<file path="src/rtl/spi_host_xfer.sv">
// spi_host_xfer: single-lane SPI mode-0 host running cmd/addr/[dummy]/data transfers.
module spi_host_xfer #(
  parameter int CLK_DIV      = 4,
  parameter int DUMMY_CYCLES = 32
) (
  input  logic        clk,
  input  logic        rst_n,
  input  logic        req_valid,
  output logic        req_ready,
  input  logic        req_read,
  input  logic [7:0]  req_cmd,
  input  logic [31:0] req_addr,
  input  logic [31:0] req_wdata,
  output logic        rsp_valid,
  output logic [31:0] rsp_rdata,
  output logic        busy,
  output logic        spi_clk_o,
  output logic        spi_cs_o,
  output logic        spi_sdo0_o,
  input  logic        spi_sdi0_i
);
  localparam int BW = $clog2(73 + DUMMY_CYCLES);
  localparam int DW = $clog2(CLK_DIV);
  localparam logic [DW-1:0] DIV_LAST  = DW'(CLK_DIV - 1);
  localparam logic [BW-1:0] LAST_WR   = BW'(71);
  localparam logic [BW-1:0] LAST_RD   = BW'(71 + DUMMY_CYCLES);
  localparam logic [BW-1:0] CMD_END   = BW'(8);
  localparam logic [BW-1:0] ADDR_END  = BW'(40);
  localparam logic [BW-1:0] DUMMY_END = BW'(40 + DUMMY_CYCLES);
  typedef enum logic [2:0] {IDLE, CS_SETUP, CMD, ADDR, DUMMY, DATA, CS_HOLD, CS_GAP} state_t;
  state_t state, nxt;
  logic [DW-1:0] div_cnt;
  logic [BW-1:0] bit_cnt, n;
  logic [71:0] tx;
  logic [31:0] rx;
  logic rd, rose, tick, last;
  // n is the index of the bit that goes on the line at the next fall
  always_comb begin
    n = bit_cnt + 1'b1;
    tick = div_cnt == DIV_LAST;
    last = bit_cnt == (rd ? LAST_RD : LAST_WR);
    nxt = n < CMD_END ? CMD : n < ADDR_END ? ADDR : (rd && n < DUMMY_END) ? DUMMY : DATA;
  end
  assign busy = state != IDLE;
  always_ff @(posedge clk) begin
    if (!rst_n) begin
      state <= IDLE;
      req_ready <= 1'b0;
      spi_cs_o <= 1'b1;
      spi_clk_o <= 1'b0;
      spi_sdo0_o <= 1'b0;
      rsp_valid <= 1'b0;
      rsp_rdata <= '0;
      rose <= 1'b0;
      div_cnt <= '0;
      bit_cnt <= '0;
    end else begin
      rsp_valid <= 1'b0;
      rose <= 1'b0;
      div_cnt <= (state == IDLE || tick) ? '0 : div_cnt + 1'b1;
      // rose marks the cycle spi_clk_o is first high; sdi is taken at its end
      if (rose && state == DATA) rx <= {rx[30:0], spi_sdi0_i};
      case (state)
        IDLE: begin
          req_ready <= 1'b1;
          if (req_valid && req_ready) begin
            state <= CS_SETUP;
            req_ready <= 1'b0;
            spi_cs_o <= 1'b0;
            spi_sdo0_o <= req_cmd[7];
            tx <= {req_cmd, req_addr, req_read ? 32'h0 : req_wdata};
            rd <= req_read;
            bit_cnt <= '0;
          end
        end
        CS_HOLD: if (tick) begin
          spi_cs_o <= 1'b1;
          rsp_valid <= 1'b1;
          if (rd) rsp_rdata <= rx;
          state <= CS_GAP;
        end
        CS_GAP: if (tick) begin
          state <= IDLE;
          req_ready <= 1'b1;
        end
        default: if (tick) begin
          if (!spi_clk_o) begin
            spi_clk_o <= 1'b1;
            rose <= 1'b1;
            if (state == CS_SETUP) state <= CMD;
          end else begin
            spi_clk_o <= 1'b0;
            bit_cnt <= n;
            tx <= {tx[70:0], 1'b0};
            spi_sdo0_o <= tx[70];
            state <= last ? CS_HOLD : nxt;
          end
        end
      endcase
    end
  end
endmodule

</file>
<file path="config.mk">
export PLATFORM = sky130hd
export DESIGN_NAME = spi_host_xfer
export DESIGN_NICKNAME = d
export VERILOG_FILES = /design/src/rtl/spi_host_xfer.sv
export SDC_FILE = /design/constraint.sdc
export NUM_CORES = 1
export LEC_CHECK = 0
export ABC_AREA = 1
export CORE_MARGIN = 2
export CORE_UTILIZATION = 50
export DETAILED_ROUTE_END_ITERATION = 10
export DONT_BUFFER_PORTS = 1
export PLACE_DENSITY_LB_ADDON = 0.05
export SYNTH_ARGS = -nofsm -noshare
export SYNTH_HDL_FRONTEND = slang
export SYNTH_SLANG_ARGS = --single-unit
</file>
<file path="constraint.sdc">
create_clock -name clk -period 5.5 [get_ports clk]
set_input_delay 0.275 -clock clk [delete_from_list [all_inputs] [get_ports clk]]
set_output_delay 0.275 -clock clk [all_outputs]
set_load 0.05 [all_outputs]
</file>
# Yosys cells after proc, flatten, opt, wreduce, memory -nomap -nowiden
# Cells that the tools add are included.
[word_totals]
inputBits = 77
wordCells = 88
out_inout_bits = 38
reg_bits = 154
[classes]
addsub = 2
n_mux = 32
order_cmp = 3
reduce_logical = 25
n_eq_ne = 9
bitwise_logic = 4
[ops]
columns = ["op", "count"]
rows = [
  ["71-bit two-way mux", 3],
  ["71-bit case mux with 2 select lines", 1],
  ["32-bit two-way mux", 1],
  ["3-bit two-way mux", 9],
  ["7-bit two-way mux", 3],
  ["7-bit case mux with 2 select lines", 1],
  ["5-bit AND reduction", 2],
  ["3-bit == test (second input constant)", 3],
  ["1-bit two-way mux", 9],
  ["3-bit case mux with 3 select lines", 1],
  ["3-bit AND reduction", 3],
  ["2-bit AND reduction", 4],
  ["2-bit nonzero test", 4],
  ["7-bit by 1-bit adder with 7-bit output (second input constant)", 1],
  ["7-bit == test", 1],
  ["7-bit by 4-bit less-than comparator with 1-bit output (second input constant)", 1],
  ["7-bit by 6-bit less-than comparator with 1-bit output (second input constant)", 1],
  ["7-bit less-than comparator (second input constant)", 1],
  ["6-bit two-way mux", 1],
  ["1-bit case mux with 2 select lines", 3],
  ["5-bit nonzero test", 1],
  ["5-bit OR reduction", 1],
  ["2-bit != test (second input constant)", 2],
  ["1-bit NOT", 4],
  ["other kinds (11)", 14],
]

# Logic depth before layout (Yosys ltp)
[depth]
depth_word = 10
ltp_mapped = 11
mapped_depth_nobuf = 11

# Least setup slack after synthesis
# No wires, ideal clock.
[synth_path]
path_type = "register to register"
from = "register spi_clk_o"
to = "register tx[0] (enable)"
path_slack_ns = 0.775
n_path_buf = 0
required_time_ns = 4.999
path_stages_with_launch = 5
setup_time_ns = 0.501
period_less_slack_ns = 4.725
arrival_ns = 4.224
cell_sequence = "dfxtp_1 inv_1 o21ai_1 nand3_2 nor2_1"
[synth_via]
elab_chain_len = 2
[synth_lines]
columns = ["item", "line", "source"]
rows = [
  ["start, declared", "17", "output logic spi_clk_o,"],
  ["start signal, assigned", "50", "spi_clk_o <= 1'b0;"],
  ["start signal, assigned", "88", "spi_clk_o <= 1'b1;"],
  ["start signal, assigned", "92", "spi_clk_o <= 1'b0;"],
  ["2-bit nonzero test (no line)", "--", ""],
  ["5-bit AND reduction (no line)", "--", ""],
  ["end signal, assigned", "71", "tx <= {req_cmd, req_addr, req_read ? 32'h0 : req_wdata};"],
  ["end signal, assigned", "94", "tx <= {tx[70:0], 1'b0};"],
  ["end, declared", "34", "logic [71:0] tx;"],
]
# No other way between the ends.
# A chain may end at the register's enable or synchronous reset.

# Worst setup path after layout
[layout_path]
from = "register state[0]"
to = "register tx[1] (enable)"
[layout_via]
elab_chain_len = 4
elab_cells_between_ends = 9
cone_classes = "eq/ne: 3; bitwise: 1; reduce/logical: 5"
[layout_lines]
columns = ["item", "line", "source"]
rows = [
  ["start, declared", "31", "state_t state, nxt;"],
  ["start signal, assigned", "96", "state <= last ? CS_HOLD : nxt;"],
  ["3-bit == test", "63", "case (state)"],
  ["2-bit OR reduction (no line)", "--", ""],
  ["1-bit NOT (no line)", "--", ""],
  ["5-bit AND reduction (no line) *", "--", ""],
]
# Every way passes the cells marked *; elsewhere a longest branch is shown, timed or not.

==> out/results.tsv <==
stage	metric	value	unit
clock_tree	cts_sinks	154	
finish	antennaDiodeCount	0	
route	route.detailed.drc	0	
synth	synth_top_area_share	0.508	
critical_path	critPathKind	flip-flop to flip-flop	
synth	synthCells	624	
critical_path	crit_path_max_fanout	76	
power_and_ir_drop	powerDensity	549	nW/µm²
sta	setup_viol	0	
route	wl	11500	µm
route	vias_per_cell	5.20	
finish	final_net_count	701	
critical_path	critPathLaunchType	flip-flop	
synth	ys_warn_count	0	
synth	ys_seq_elements	154	
grt	grt_pass1_wl	18200	µm
finish	most-common-layout-cells	199 x nand2_1, 104 x edfxtp_1, 79 x nor2_1	
finish	final_common_cell	nand2_1	
sta	fmax	0.323	GHz
sta	tightest_slew	0.957	ns
flow_run	drv_cap	0	
power_and_ir_drop	leakagePower	2.84	nW
sta	finClkSkew	0.00698	ns
critical_path	r2r_slack	2.40	ns
clock_tree	clk_path_buf_depth	2	
finish	area_growth	12.2	%
synth	synth_cell_types	29	
sta	rsz0062_at_grt	no	
die	die_w	115	µm
clock_tree	cts_buffers	17	
clock_tree	path_clk_slew	0.06	ns
sta	hold_viol	0	
synth	synthTopCellsByArea	edfxtp_1 51%, dfxtp_1 16%, nand2_1 12%	
sta	maxSlewHeadroom	0.362	
route	firstDrtPassIters	5	
critical_path	critPathArrivalTime	3.14	ns
place	io_buffers	0	
clock_tree	cts_htree_levels	4	
route	ant_nets	0	
finish	drive_gt1_frac	0.0789	
sta	maxSlewViolCount	0	
synth	ys_seq_area_frac	0.671	
power_and_ir_drop	peakVddDrop	0.356	mV
place	dpl.hpwl	7070	µm
route	num_vias	4058	
die	pin_count	115	
grt	grtUsageTotal	0.180	
clock_tree	cts-root-buf	clkbuf_16	
min_path	min_path_type	primary input to flip-flop	
grt	grt_max_degree	77	
synth	synth_area_leader_cell	edfxtp_1	
route	drtIter0Drc	299	
route	avgRoutedWirePerCell	14.7	µm
die	rows	40	
place	dpl_cell_area	6240	µm²
critical_path	worstPathRequired	5.54	ns
finish	final_area	6890	µm²
critical_path	cp-end-kind	flip-flop	
die	fp.dieH	115	µm
clock_tree	postCtsSetupBuffers	0	
die	core-area	12000	µm²
clock_tree	clock_latency	0.42	ns
status	status	finished clean	
place	gp_congestion	0.826	
synth	syn_area_per_cell	9.85	µm²
sta	fin_tns_setup	0	ns
synth	synth_area	6140	µm²
grt	grt_pass1_vias	3693	
synth	syn_nets	703	
grt	grt_overflow	0	
die	start_util	0.512	
grt	antenna_found_initial	0	
sta	finalCritPeriodShare	0.563	
sta	period_needed	3.10	ns
clock_tree	cts_tree	yes	
die	die_area	13200	µm²
[layout make-up]
| class | instances | area, µm² |
|---|---|---|
| fillers | 1074 | 5120 |
| flip-flops and latches | 154 | 4120 |
| multi-input cells | 391 | 1720 |
| clock buffers | 24 | 536 |
| inverters | 53 | 199 |
| well taps | 147 | 184 |
| clock inverters | 7 | 75.1 |
| repair buffers | 5 | 55.1 |
[logic make-up (layout without fill, tap and decap cells)]
kind of cell / after synthesis / in the layout / share of synthesized area
AO/OA/AOI/OAI: 80 / 80 / 0.0692
AND/OR/NAND/NOR: 309 / 309 / 0.203
buffers and inverters: 79 / 89 / 0.0523
adder cells (fa/ha/maj): 2 / 2 / 0.00407
flip-flops: 154 / 154 / 0.671
[metrics by stage]
stage                     hold slack (ns)  utilization  setup WS, ns  std cells  power (mW)
final                              0.0246        0.574          2.40        781        3.78
after global routing             0.000757        0.574          2.19        781        4.01
after floorplan                     0.374            -         0.775        624        2.45
after detailed placement            0.370        0.520          2.36        747        2.64
after CTS                         0.00301        0.574          2.37        781        3.84
after global placement              0.369        0.520          2.44        747        2.61
[worst paths after layout]
| kind | end | depth (start not counted) | startpoint |
|---|---|---|---|
| worst min register to register | div_cnt[0]$_SDFF_PP0_ | 1 | div_cnt[0]$_SDFF_PP0_ |
| worst max register to register | tx[1]$_DFFE_PP_ | 6 | state[0]$_SDFFE_PN0P_ |
| worst max-delay path | tx[1]$_DFFE_PP_ | 6 | state[0]$_SDFFE_PN0P_ |
| worst min-delay path | rsp_rdata[29]$_SDFFE_PN0P_ | 2 | rst_n |
[registers in the layout, indices dropped and copies added (netlist names)]
signal / flops
bit_cnt: 7
rsp_rdata: 32
tx: 71
div_cnt: 2
spi_clk_o: 1
rsp_valid: 1
rose: 1
spi_sdo0_o: 1
rd: 1
state: 3
rx: 32
req_ready: 1
spi_cs_o: 1
[cell usage after synthesis]
| cell | instances |
|---|---|
| nand2_1 | 199 |
| edfxtp_1 | 104 |
| nor2_1 | 80 |
| dfxtp_1 | 50 |
| inv_1 | 46 |
| o21ai_0 | 35 |
| o21ai_1 | 32 |
| clkbuf_1 | 14 |
| nand3_1 | 13 |
| buf_2 | 8 |
| a21oi_1 | 7 |
| inv_2 | 6 |
| buf_4 | 4 |
| nand4_1 | 4 |
| nor3_1 | 3 |
| a22oi_1 | 2 |
| ha_1 | 2 |
| nand2_2 | 2 |
| nand3_2 | 2 |
| nor2_4 | 2 |
| a211oi_2 | 1 |
| a31oi_1 | 1 |
| clkinv_1 | 1 |
| nor2_2 | 1 |
| nor3b_1 | 1 |
| nor4_4 | 1 |
| o2111ai_2 | 1 |
| o22ai_1 | 1 |
| or2_1 | 1 |
[worst max-delay path: stages (launching register included)]
cell and delay [ns]:
dfxtp_1 0.37, inv_2 0.12, nand3_4 0.71, o21ai_1 0.37, nand3_2 0.26, nor2_4 0.13, buf_4 0.70
[repair_timing]
| action | CTS | global route |
|---|---|---|
| endpoints found under the setup margin | 0 | 0 |
| gates resized for setup | 0 | 0 |
| endpoints found under the hold margin | 41 | 0 |
| hold buffers | 3 | 0 |
[power by group]
part / switching [mW] / internal (mW) / leakage [nW] / total [mW]
registers: 0.0840 / 1.58 / 1.36 / 1.66
logic: 0.699 / 0.239 / 1.18 / 0.939
clock network: 0.454 / 0.729 / 0.299 / 1.18
total: 1.24 / 2.55 / 2.84 / 3.78
[per-layer routing]
metal  vias up  part of all wire  GRT usage
met4         0             0.010     0.0723
li1       2043                 -          -
met2       121              0.43      0.255
met5         -                 0          0
met1      1883              0.48      0.254
met3        11             0.074     0.0654
(Power assumes the default switching activity.)
